$ cat src/rtl/dram_request_bridge_if.sv
// Cache-side and DRAM-side signal bundle for the DRAM request bridge.
// The slave modport is the bridge view; master is the view of its surroundings.
interface dram_request_bridge_if;
  logic         cache_req_valid;
  logic         cache_req_ready;
  logic [21:0]  cache_req_addr_read;
  logic [10:0]  cache_req_addr_write_upper;
  logic         cache_req_dirty;
  logic [127:0] cache_req_lane;
  logic         cache_rsp_valid;
  logic         cache_rsp_ready;
  logic [127:0] cache_rsp_lane;
  logic         cache_rsp_timeout;
  logic [10:0]  addr_req_read_dram_side_dram;
  logic [10:0]  addr_req_write_dram_side_dram;
  logic [10:0]  addr_req_common_side_dram;
  logic [127:0] lane_from_cache_to_dram_side_dram;
  logic         dram_controller_entry_dirty_side_dram;
  logic         dram_controller_req_read_pulse_side_dram;
  logic         dram_controller_ack_read_pulse_side_dram;
  logic [127:0] lane_from_dram_to_cache_side_dram;

  modport slave (
    input  cache_req_valid, cache_req_addr_read, cache_req_addr_write_upper,
           cache_req_dirty, cache_req_lane, cache_rsp_ready,
           dram_controller_ack_read_pulse_side_dram, lane_from_dram_to_cache_side_dram,
    output cache_req_ready, cache_rsp_valid, cache_rsp_lane, cache_rsp_timeout,
           addr_req_read_dram_side_dram, addr_req_write_dram_side_dram,
           addr_req_common_side_dram, lane_from_cache_to_dram_side_dram,
           dram_controller_entry_dirty_side_dram, dram_controller_req_read_pulse_side_dram
  );

  modport master (
    output cache_req_valid, cache_req_addr_read, cache_req_addr_write_upper,
           cache_req_dirty, cache_req_lane, cache_rsp_ready,
           dram_controller_ack_read_pulse_side_dram, lane_from_dram_to_cache_side_dram,
    input  cache_req_ready, cache_rsp_valid, cache_rsp_lane, cache_rsp_timeout,
           addr_req_read_dram_side_dram, addr_req_write_dram_side_dram,
           addr_req_common_side_dram, lane_from_cache_to_dram_side_dram,
           dram_controller_entry_dirty_side_dram, dram_controller_req_read_pulse_side_dram
  );
endinterface

$ cat src/rtl/dram_request_bridge.sv
// Single-outstanding bridge from cache miss requests to a pulse/ack DRAM controller,
// re-issuing the read pulse whenever the ack does not arrive within TIMEOUT_CYCLES.
module dram_request_bridge #(
  parameter int TIMEOUT_CYCLES = 1024
) (
  input logic               main_clk,
  input logic               reset,
  dram_request_bridge_if.slave bus
);
  localparam int CNT_W = $clog2(TIMEOUT_CYCLES + 1);
  localparam logic [CNT_W-1:0] CNT_LAST = CNT_W'(TIMEOUT_CYCLES - 1);

  typedef enum logic [1:0] {IDLE, PULSE, WAIT, RESP} state_t;

  state_t       state_q;
  logic         ready_q;
  logic         pulse_q;
  logic         rsp_valid_q;
  logic         timeout_q;
  logic         dirty_q;
  logic [CNT_W-1:0] cnt_q;
  logic [10:0]  rd_upper_q;
  logic [10:0]  wr_upper_q;
  logic [10:0]  common_q;
  logic [127:0] wb_lane_q;
  logic [127:0] fill_lane_q;

  always_ff @(posedge main_clk or posedge reset) begin
    if (reset) begin
      state_q     <= IDLE;
      ready_q     <= 1'b0;
      pulse_q     <= 1'b0;
      rsp_valid_q <= 1'b0;
      timeout_q   <= 1'b0;
      dirty_q     <= 1'b0;
      cnt_q       <= '0;
      rd_upper_q  <= '0;
      wr_upper_q  <= '0;
      common_q    <= '0;
      wb_lane_q   <= '0;
      fill_lane_q <= '0;
    end else begin
      case (state_q)
        IDLE: begin
          // ready comes up one edge after reset release, then stays until a request is taken
          ready_q <= 1'b1;
          if (bus.cache_req_valid && ready_q) begin
            rd_upper_q <= bus.cache_req_addr_read[21:11];
            common_q   <= bus.cache_req_addr_read[10:0];
            wr_upper_q <= bus.cache_req_addr_write_upper;
            dirty_q    <= bus.cache_req_dirty;
            wb_lane_q  <= bus.cache_req_lane;
            ready_q    <= 1'b0;
            pulse_q    <= 1'b1;
            state_q    <= PULSE;
          end
        end
        PULSE: begin
          pulse_q <= 1'b0;
          cnt_q   <= '0;
          state_q <= WAIT;
        end
        WAIT: begin
          // an ack arriving on the expiry cycle takes priority over the retry
          if (bus.dram_controller_ack_read_pulse_side_dram) begin
            fill_lane_q <= bus.lane_from_dram_to_cache_side_dram;
            rsp_valid_q <= 1'b1;
            state_q     <= RESP;
          end else if (cnt_q == CNT_LAST) begin
            timeout_q <= 1'b1;
            pulse_q   <= 1'b1;
            state_q   <= PULSE;
          end else begin
            cnt_q <= cnt_q + CNT_W'(1);
          end
        end
        RESP: begin
          if (bus.cache_rsp_ready) begin
            rsp_valid_q <= 1'b0;
            ready_q     <= 1'b1;
            state_q     <= IDLE;
          end
        end
        default: state_q <= IDLE;
      endcase
    end
  end

  assign bus.cache_req_ready                          = ready_q;
  assign bus.cache_rsp_valid                          = rsp_valid_q;
  assign bus.cache_rsp_lane                           = fill_lane_q;
  assign bus.cache_rsp_timeout                        = timeout_q;
  assign bus.addr_req_read_dram_side_dram             = rd_upper_q;
  assign bus.addr_req_write_dram_side_dram            = wr_upper_q;
  assign bus.addr_req_common_side_dram                = common_q;
  assign bus.lane_from_cache_to_dram_side_dram        = wb_lane_q;
  assign bus.dram_controller_entry_dirty_side_dram    = dirty_q;
  assign bus.dram_controller_req_read_pulse_side_dram = pulse_q;
endmodule

$ cat src/flat_wrapper.sv
// flat-port wrapper written by rule: the top's interface ports become plain ports
module dram_request_bridge_flat 
#(
  parameter int TIMEOUT_CYCLES = 1024
)
  (main_clk, reset, bus_cache_req_valid, bus_cache_req_addr_read, bus_cache_req_addr_write_upper, bus_cache_req_dirty, bus_cache_req_lane, bus_cache_rsp_ready, bus_dram_controller_ack_read_pulse_side_dram, bus_lane_from_dram_to_cache_side_dram, bus_cache_req_ready, bus_cache_rsp_valid, bus_cache_rsp_lane, bus_cache_rsp_timeout, bus_addr_req_read_dram_side_dram, bus_addr_req_write_dram_side_dram, bus_addr_req_common_side_dram, bus_lane_from_cache_to_dram_side_dram, bus_dram_controller_entry_dirty_side_dram, bus_dram_controller_req_read_pulse_side_dram);
  dram_request_bridge_if bus_i ();
  input logic main_clk;
  input logic reset;
  input wire logic [$bits(bus_i.cache_req_valid)-1:0] bus_cache_req_valid;
  input wire logic [$bits(bus_i.cache_req_addr_read)-1:0] bus_cache_req_addr_read;
  input wire logic [$bits(bus_i.cache_req_addr_write_upper)-1:0] bus_cache_req_addr_write_upper;
  input wire logic [$bits(bus_i.cache_req_dirty)-1:0] bus_cache_req_dirty;
  input wire logic [$bits(bus_i.cache_req_lane)-1:0] bus_cache_req_lane;
  input wire logic [$bits(bus_i.cache_rsp_ready)-1:0] bus_cache_rsp_ready;
  input wire logic [$bits(bus_i.dram_controller_ack_read_pulse_side_dram)-1:0] bus_dram_controller_ack_read_pulse_side_dram;
  input wire logic [$bits(bus_i.lane_from_dram_to_cache_side_dram)-1:0] bus_lane_from_dram_to_cache_side_dram;
  output wire logic [$bits(bus_i.cache_req_ready)-1:0] bus_cache_req_ready;
  output wire logic [$bits(bus_i.cache_rsp_valid)-1:0] bus_cache_rsp_valid;
  output wire logic [$bits(bus_i.cache_rsp_lane)-1:0] bus_cache_rsp_lane;
  output wire logic [$bits(bus_i.cache_rsp_timeout)-1:0] bus_cache_rsp_timeout;
  output wire logic [$bits(bus_i.addr_req_read_dram_side_dram)-1:0] bus_addr_req_read_dram_side_dram;
  output wire logic [$bits(bus_i.addr_req_write_dram_side_dram)-1:0] bus_addr_req_write_dram_side_dram;
  output wire logic [$bits(bus_i.addr_req_common_side_dram)-1:0] bus_addr_req_common_side_dram;
  output wire logic [$bits(bus_i.lane_from_cache_to_dram_side_dram)-1:0] bus_lane_from_cache_to_dram_side_dram;
  output wire logic [$bits(bus_i.dram_controller_entry_dirty_side_dram)-1:0] bus_dram_controller_entry_dirty_side_dram;
  output wire logic [$bits(bus_i.dram_controller_req_read_pulse_side_dram)-1:0] bus_dram_controller_req_read_pulse_side_dram;
  assign bus_i.cache_req_valid = bus_cache_req_valid;
  assign bus_i.cache_req_addr_read = bus_cache_req_addr_read;
  assign bus_i.cache_req_addr_write_upper = bus_cache_req_addr_write_upper;
  assign bus_i.cache_req_dirty = bus_cache_req_dirty;
  assign bus_i.cache_req_lane = bus_cache_req_lane;
  assign bus_i.cache_rsp_ready = bus_cache_rsp_ready;
  assign bus_i.dram_controller_ack_read_pulse_side_dram = bus_dram_controller_ack_read_pulse_side_dram;
  assign bus_i.lane_from_dram_to_cache_side_dram = bus_lane_from_dram_to_cache_side_dram;
  assign bus_cache_req_ready = bus_i.cache_req_ready;
  assign bus_cache_rsp_valid = bus_i.cache_rsp_valid;
  assign bus_cache_rsp_lane = bus_i.cache_rsp_lane;
  assign bus_cache_rsp_timeout = bus_i.cache_rsp_timeout;
  assign bus_addr_req_read_dram_side_dram = bus_i.addr_req_read_dram_side_dram;
  assign bus_addr_req_write_dram_side_dram = bus_i.addr_req_write_dram_side_dram;
  assign bus_addr_req_common_side_dram = bus_i.addr_req_common_side_dram;
  assign bus_lane_from_cache_to_dram_side_dram = bus_i.lane_from_cache_to_dram_side_dram;
  assign bus_dram_controller_entry_dirty_side_dram = bus_i.dram_controller_entry_dirty_side_dram;
  assign bus_dram_controller_req_read_pulse_side_dram = bus_i.dram_controller_req_read_pulse_side_dram;
  dram_request_bridge #(.TIMEOUT_CYCLES(TIMEOUT_CYCLES)) u_core (.main_clk(main_clk), .reset(reset), .bus(bus_i));
endmodule
$ cat config.mk
export PLATFORM = sky130hd
export DESIGN_NAME = dram_request_bridge_flat
export DESIGN_NICKNAME = d
export VERILOG_FILES = /design/src/rtl/dram_request_bridge_if.sv /design/src/rtl/dram_request_bridge.sv /design/src/flat_wrapper.sv
export SDC_FILE = /design/constraint.sdc
export NUM_CORES = 1
export LEC_CHECK = 0
export CAP_MARGIN = 30
export CORE_AREA = 2 2 231 233
export DETAILED_ROUTE_END_ITERATION = 8
export DIE_AREA = 0 0 233 235
export GPL_ROUTABILITY_DRIVEN = 1
export PLACE_DENSITY = 0.49
export SLEW_MARGIN = 20
export SYNTH_ARGS = -nofsm -noshare
export SYNTH_HDL_FRONTEND = slang
export SYNTH_SLANG_ARGS = --single-unit
$ cat constraint.sdc
create_clock -name main_clk -period 10.6 [get_ports main_clk]
set_clock_uncertainty 0.2 [all_clocks]
set_input_delay 1.59 -clock main_clk [delete_from_list [all_inputs] [get_ports main_clk]]
set_output_delay 1.59 -clock main_clk [all_outputs]
set_load 0.005 [all_outputs]
# Yosys cells after proc, flatten, opt, wreduce, memory -nomap -nowiden
# Cells that the tools add are included.
dict set report word_totals {
  reg_bits 307
  input_bits 295
  elab_cells 57
}
dict set report classes {
  addsub 1
  n_eq_ne 11
  muxes 18
  bitwise 1
  n_reduce_logical 14
}
# operator count
set ops {}
lappend ops {{$mux W11} 2}
lappend ops {{$pmux W11 S2} 1}
lappend ops {{$reduce_and A3 Y1} 4}
lappend ops {{$add A11 B1 Y11 const B} 1}
lappend ops {{$eq A11 B10 Y1 const B} 1}
lappend ops {{$mux W2} 4}
lappend ops {{$ne A2 B2 Y1 const B} 4}
lappend ops {{$pmux W2 S4} 1}
lappend ops {{$mux W1} 7}
lappend ops {{$reduce_and A2 Y1} 3}
lappend ops {{$reduce_bool A2 Y1} 3}
lappend ops {{$eq A2 B2 Y1 const B} 2}
lappend ops {{$ne A2 B1 Y1 const B} 2}
lappend ops {{$pmux W1 S2} 2}
lappend ops {{$reduce_and A4 Y1} 1}
lappend ops {{$ne A3 B2 Y1 const B} 1}
lappend ops {{$pmux W1 S3} 1}
lappend ops {{$reduce_bool A3 Y1} 1}
lappend ops {{$eq A2 B1 Y1 const B} 1}
lappend ops {{$logic_not A2 Y1} 1}
lappend ops {{$logic_and A1 B1 Y1} 1}
lappend ops {{$not A1 Y1} 1}

# Longest topological paths before layout
# Gate-level depths: netlist of the first run.
dict set report logic_depth {
  ltp_word 4
  ltp_mapped 6
}

# Least setup slack after synthesis of the first run
# No wires, ideal clock.
dict set report synth_path {
  path_type {in2reg}
  from {input bus_cache_req_valid}
  to {register u_core.wb_lane_q[87] (netlist: u_core.bus.lane_from_cache_to_dram_side_dram[87])}
  setup_ns 0.128
  arrival_ns 2.573
  required_time_ns 10.272
  path_slack_ns 7.700
  stages 6
  path_buffers 3
  cell_sequence {nand2_1 -> nor3_1 -> buf_2 -> buf_6 -> buf_4 -> mux2_1}
}
dict set report synth_between {
  elab_chain_len 2
}
# element line
set synth_lines {}
lappend synth_lines {{from (decl)} flat_wrapper.sv:10} ;# input wire logic [$bits(bus_i.cache_req_valid)-1:0] bus_cache_req_valid;
lappend synth_lines {{$logic_and A1 B1 Y1} dram_request_bridge.sv:47} ;# if (bus.cache_req_valid && ready_q) begin
lappend synth_lines {{$reduce_and A2 Y1 (no source line)} n/a}
lappend synth_lines {{to (signal assigned)} dram_request_bridge.sv:52} ;# wb_lane_q <= bus.cache_req_lane;
lappend synth_lines {{to (decl)} dram_request_bridge.sv:25} ;# logic [127:0] wb_lane_q;
# Every way passes these cells.
# A chain may end at the register's enable or synchronous reset.

# Worst setup path in the final report of the first run
dict set report layout_path {
  from {input bus_cache_req_valid}
  to {register u_core.wb_lane_q[30] (netlist: u_core.bus.lane_from_cache_to_dram_side_dram[30])}
}
# Same word-level chain as after synthesis.

==> results of run 1 <==
-- per-layer routing --
layer  vias to the layer above  track usage (%)  routed length [um]
li1                       3756                -                   -
met1                      4024             14.2               13800
met2                       335             23.4               18800
met3                        56             4.58                3420
met4                         0             4.92                 965
met5                         -                0                   0
-- logic make-up after synthesis --
family | synth area share, %
AND/OR/NAND/NOR | 2.40
AO/OA/AOI/OAI | 1.50
flip-flops | 65.8
buffers and inverters | 2.16
adder cells (fa/ha/maj) | 0.107
XOR/XNOR | 0.0750
multiplexers | 28.0
-- layout by cell type (no fill, tap or decap), types with 2 or more instances in the layout --
cell type        instances
nor3_1                   5
or3_1                    2
nor4b_1                  2
inv_1                    3
clkbuf_16               41
clkinv_2                 5
clkdlybuf4s50_1        588
nand2_1                 15
a21o_1                   2
mux2_1                  18
a31oi_1                  3
buf_4                    6
clkbuf_1                 7
nand3_1                 10
clkinv_4                 2
nand4_1                  2
nor2_1                   6
o21ai_0                  6
dfrtp_1                307
buf_12                   2
mux2_2                 272
clkbuf_8                13
a21oi_1                  6
-- worst paths after layout --
path | to | slack (ps) | startpoint | depth (start not counted)
worst max-delay path | u_core.bus.lane_from_cache_to_dram_side_dram[30] | 6770 | bus_cache_req_valid | 6
worst min-delay path | u_core.bus.cache_rsp_timeout | 260 | u_core.bus.cache_rsp_timeout | 1
worst max register to register | u_core.bus.lane_from_cache_to_dram_side_dram[30] | 7690 | u_core.state_q[1] | 4
worst min register to register | u_core.bus.cache_rsp_timeout | 260 | u_core.bus.cache_rsp_timeout | 1
max in group asynchronous | u_core.bus.cache_rsp_lane[43] | 7550 | reset | 3
min in group asynchronous | u_core.bus.cache_rsp_lane[29] | 1380 | reset | 2
-- synth_stat cells, types with 2 or more instances --
library cell	count	share of area, %
dfrtp_1	307	66
mux2_2	272	26
buf_2	25	1.1
mux2_1	18	1.7
nand2_1	15	0.48
nand3_1	11	0.47
buf_6	8	0.77
a21oi_1	6	0.26
nor2_1	6	0.19
nor3_1	6	0.26
o21ai_0	6	0.26
inv_1	4	0.13
a31oi_1	3	0.16
a21o_1	2	0.13
buf_4	2	0.13
clkbuf_1	2	0.064
nand4_1	2	0.11
nor4b_1	2	0.15
or3_1	2	0.11
-- through the flow --
step	hold slack, ps	util, %	instances
global placement	246	35.0	1963
global route	301	37.6	2035
detailed placement	250	35.0	1964
CTS	268	37.5	2033
finish	261	37.6	2035
floorplan	251	-	717
-- power by group through the flow --
| stage | registers, uW | clock network [uW] | logic [uW] |
|---|---|---|---|
| 2_1_floorplan | 2100 | 0 | 831 |
| 3_3_place_gp | 2090 | 0 | 2370 |
| 3_5_place_dp | 2100 | 0 | 2380 |
| 4_1_cts | 2090 | 1380 | 2380 |
| 5_1_grt | 2160 | 1430 | 2490 |
| 6_report | 2080 | 1320 | 2330 |
-- sequential cells by signal, indices dropped and copies added, names as in the netlist, 2 cells and up --
register / cells
u_core.bus.addr_req_common_side_dram: 11
u_core.bus.addr_req_read_dram_side_dram: 11
u_core.bus.addr_req_write_dram_side_dram: 11
u_core.bus.cache_rsp_lane: 128
u_core.bus.lane_from_cache_to_dram_side_dram: 128
u_core.cnt_q: 11
u_core.state_q: 2
-- worst max-delay path, stage by stage --
cell and delay [ps]:
clkdlybuf4s50_1 470, nand2_1 80, nor3_2 140, buf_4 500, buf_4 750, mux2_2 410
-- area by class of cell --
type	instances	area (um2)
fill	5077	32600
sequential	307	7680
timing repair buffer	597	6000
multi-input combinational	369	3760
clock buffer	61	1230
tap	688	861
clock inverter	8	72.6
inverter	4	22.5
antenna	1	2.50
==> impl_metrics.json, run 1 <==
{
  "sw_frac_of_total_pct": 27.1,
  "cts_htree_levels": 2,
  "drc": 0,
  "ioPinCount": 589,
  "p_sw_uw": 1550,
  "worstPathRequired_ps": 10810,
  "grt_usage_pct": 13.1,
  "period_share_pct": 36.1,
  "critPathKind": "in -> reg",
  "root_buffer": "clkbuf_16",
  "nets": 1613,
  "synth_area_mm2": 0.0117,
  "synth_nets": 1013,
  "slew_viol_final": 0,
  "slew_headroom_pct": 44.5,
  "die_area_mm2": 0.0548,
  "async_flop_share_pct": 100,
  "worst_pin_slew_ps": 832,
  "hpwl_mm": 27.7,
  "ys_types": 37,
  "power_frac_seq_pct": 36.3,
  "cp-start-kind": "input port",
  "ys_seq_area_share_pct": 65.8,
  "arrival_ps": 4040,
  "peakVddDrop_mv": 0.133,
  "antenna_found_initial": 1,
  "routed_wl_mm": 37.0,
  "firstDrtPassIters": 4,
  "start_util_pct": 22.4,
  "cts_tree": "yes",
  "syn_to_final_growth_pct": 68.1,
  "die_h_um": 235,
  "drive_gt1_share_pct": 26.2,
  "cap_violations": 0,
  "hold_path_class": "reg -> reg",
  "clkTransAtPathRegs_ps": 60,
  "internal_power_uw": 4170,
  "placed_area_mm2": 0.0183,
  "syn_inst": 717,
  "min_period_ps": 3830,
  "wl_per_cell_um": 18.2,
  "core_area_mm2": 0.0522,
  "clock-sinks": 307,
  "final-setup-viol-count": 0,
  "vias": 8171,
  "cp-end-kind": "register",
  "clkPwrFrac_pct": 23.1,
  "drtAntennaViolNets": 0,
  "num_rows": 84,
  "synth-edff-count": 0,
  "grt_max_degree": 130,
  "cts_setup_buffers": 0,
  "place_worst_setup_slack_ps": 6210,
  "routed_via_density": 4.02,
  "insertion_delay_ps": 530,
  "fin_area_mm2": 0.0196,
  "fin_tns_setup_ps": 0,
  "grt_pass1_wl_mm": 54.7,
  "path_max_fanout": 62,
  "synth-seq-cells": 307,
  "cts_made_buffers": 38,
  "cellLeakagePower_uw": 0.00799,
  "yosys_most_used_dff": "dfrtp_1",
  "power.density_mw_per_mm2": 292,
  "clock_path_buffers": 3,
  "grt_pass1_vias": 8821,
  "place_congestion": 0.736,
  "fin_ws_ps": 6770,
  "rsz0062_at_grt": "false",
  "status": "finished, final reports clean",
  "gr-total-overflow": 0,
  "syn_area_per_cell_um2": 16.3,
  "ys_warn_count": 0,
  "max_freq_ghz": 0.261,
  "drtIter0Drc": 204,
  "cts.repair.resized": 0,
  "postCtsHoldBufs": 0,
  "portBuffers": 588,
  "p_comb_share_pct": 40.6,
  "hold_viol": 0,
  "die_w_um": 233,
  "p_total_uw": 5720
}
Power figures use the tool's default switching activity.
==> inputs of run 2 (changes only) <==
- clock period: 10.6 -> 3.5 ns (I/O delays scaled with it)
==> run 2 against run 1 <==
  * Via count is 1.4% higher
  * Register-to-register slack worse by 6500 ps
  * Cell area increased by 0.23%
  * Wire length increased by 1.4%
  * Clock power grew to 3.0 times the previous value
  * First-iteration DRC count increased by 15%
  * Utilization grew 0.086 points
==> impl_metrics.json, run 2 (same netlist as run 1, synthesis figures left out) <==
{
  "antenna_found_initial": 3,
  "whs_ps": 174,
  "cpPeakStageDelay_ps": 580,
  "mostFrequentLayoutCells": "clkdlybuf4s50_1, dfrtp_1, mux2_2, clkbuf_16, mux2_1",
  "rsz0062_at_grt": "false",
  "cap_violations": 0,
  "routed_via_density": 4.07,
  "worst_pin_slew_ps": 567,
  "firstDrtPassIters": 4,
  "max_freq_ghz": 0.437,
  "slew_viol_final": 0,
  "critPathKind": "reg -> reg",
  "die_h_um": 235,
  "worstPathRequired_ps": 3710,
  "die_w_um": 233,
  "min_period_ps": 2290,
  "cts.repair.resized": 0,
  "crit_buf_inv": 1,
  "grt_pass1_vias": 8984,
  "die_area_mm2": 0.0548,
  "cts_tree": "yes",
  "gr-total-overflow": 0,
  "root_buffer": "clkbuf_16",
  "cellLeakagePower_uw": 0.00800,
  "num-fill-cells": 5060,
  "routed_wl_mm": 37.6,
  "clock-sinks": 307,
  "cts_made_buffers": 39,
  "drc": 0,
  "crit_family": "flip-flops",
  "status": "finished, final reports clean",
  "place_congestion": 0.770,
  "path_max_fanout": 97,
  "cts_setup_buffers": 0,
  "nets": 1618,
  "final-setup-viol-count": 0,
  "cp-start-kind": "register",
  "final_common_cell": "clkdlybuf4s50_1",
  "peakVddDrop_mv": 0.473,
  "syn_to_final_growth_pct": 68.5,
  "hold_viol": 0,
  "postCtsHoldBufs": 0,
  "drtAntennaViolNets": 0,
  "portBuffers": 588,
  "drive_gt1_share_pct": 26.1,
  "core_area_mm2": 0.0522,
  "p_total_uw": 17300,
  "finalCoreUtilization_pct": 37.7,
  "cts_htree_levels": 2,
  "num_rows": 84,
  "clock_path_buffers": 3,
  "r2r_slack_ps": 1210,
  "slowest_stage": "dfrtp_1",
  "wl_per_cell_um": 18.4,
  "grt_pass1_wl_mm": 56.1,
  "power.density_mw_per_mm2": 878,
  "cp-end-kind": "register",
  "start_util_pct": 22.4,
  "clkTransAtPathRegs_ps": 60,
  "ioPinCount": 589,
  "grt_max_degree": 98,
  "grt_usage_pct": 13.4,
  "arrival_ps": 2500,
  "vias": 8288,
  "slew_headroom_pct": 62.2,
  "hold_path_class": "in -> async",
  "insertion_delay_ps": 530,
  "period_share_pct": 65.4,
  "cp_cell_sequence": "nor3_2 > buf_12 > mux2_2",
  "drtIter0Drc": 235,
  "hpwl_mm": 28.2
}
==> run 2: cell types whose count changed in the layout (fill, tap and decap cells not counted), sizes merged <==
cell	delta
inv	-1
clkbuf	-3
diode	+1
clkinvlp	+1
buf	+4
==> run 2: area by class of cell <==
| class | count | area, um2 | share of cell area, % |
|---|---|---|---|
| diodes | 2 | 5.00 | 0.0254 |
| clock buffers | 58 | 1180 | 6.00 |
| clock inverters | 8 | 72.6 | 0.369 |
| inverters | 4 | 18.8 | 0.0954 |
| multi-input cells | 369 | 3760 | 19.1 |
| flip-flops and latches | 307 | 7680 | 39.0 |
| well taps | 688 | 861 | 4.38 |
| repair buffers | 601 | 6100 | 31.0 |
==> run 2: worst paths after layout <==
kind                                              start                                                to  cells after the start
min reg2reg                u_core.bus.cache_rsp_timeout                      u_core.bus.cache_rsp_timeout                      1
min in group main_clk      u_core.bus.cache_rsp_timeout                      u_core.bus.cache_rsp_timeout                      1
min                                               reset  u_core.bus.lane_from_cache_to_dram_side_dram[43]                      2
max reg2reg                           u_core.state_q[1]        u_core.bus.addr_req_read_dram_side_dram[7]                      3
max                                   u_core.state_q[1]        u_core.bus.addr_req_read_dram_side_dram[7]                      3
max in group asynchronous                         reset       u_core.bus.addr_req_write_dram_side_dram[9]                      4
==> run 2: where the power goes <==
part           internal, uW  leakage [uW]  total (uW)  switching (uW)
Sequential             5330       0.00366        6280             948
Combinational          4860       0.00372        7090            2230
Clock                  2390      0.000621        3900            1510
Total                 12600       0.00800       17300            4690
==> run 2: per-layer routing <==
metal	wire length [um]	up-vias	GRT usage, %	share of wire [%]
li1	-	3758	-	-
met1	14000	4124	14.6	37
met2	18900	358	23.5	50
met3	3840	48	5.81	10
met4	796	0	3.94	2.1
met5	0	-	0	0
==> run 2: stage by stage <==
step	cells	setup TNS (ps)	setup WS [ps]	instance area, um2
floorplan	717	-402160	-1310	11700
global placement	1969	0	820	18400
detailed placement	1969	0	812	18400
CTS	2035	0	1200	19700
global route	2037	0	1100	19700
finish	2037	0	1210	19700
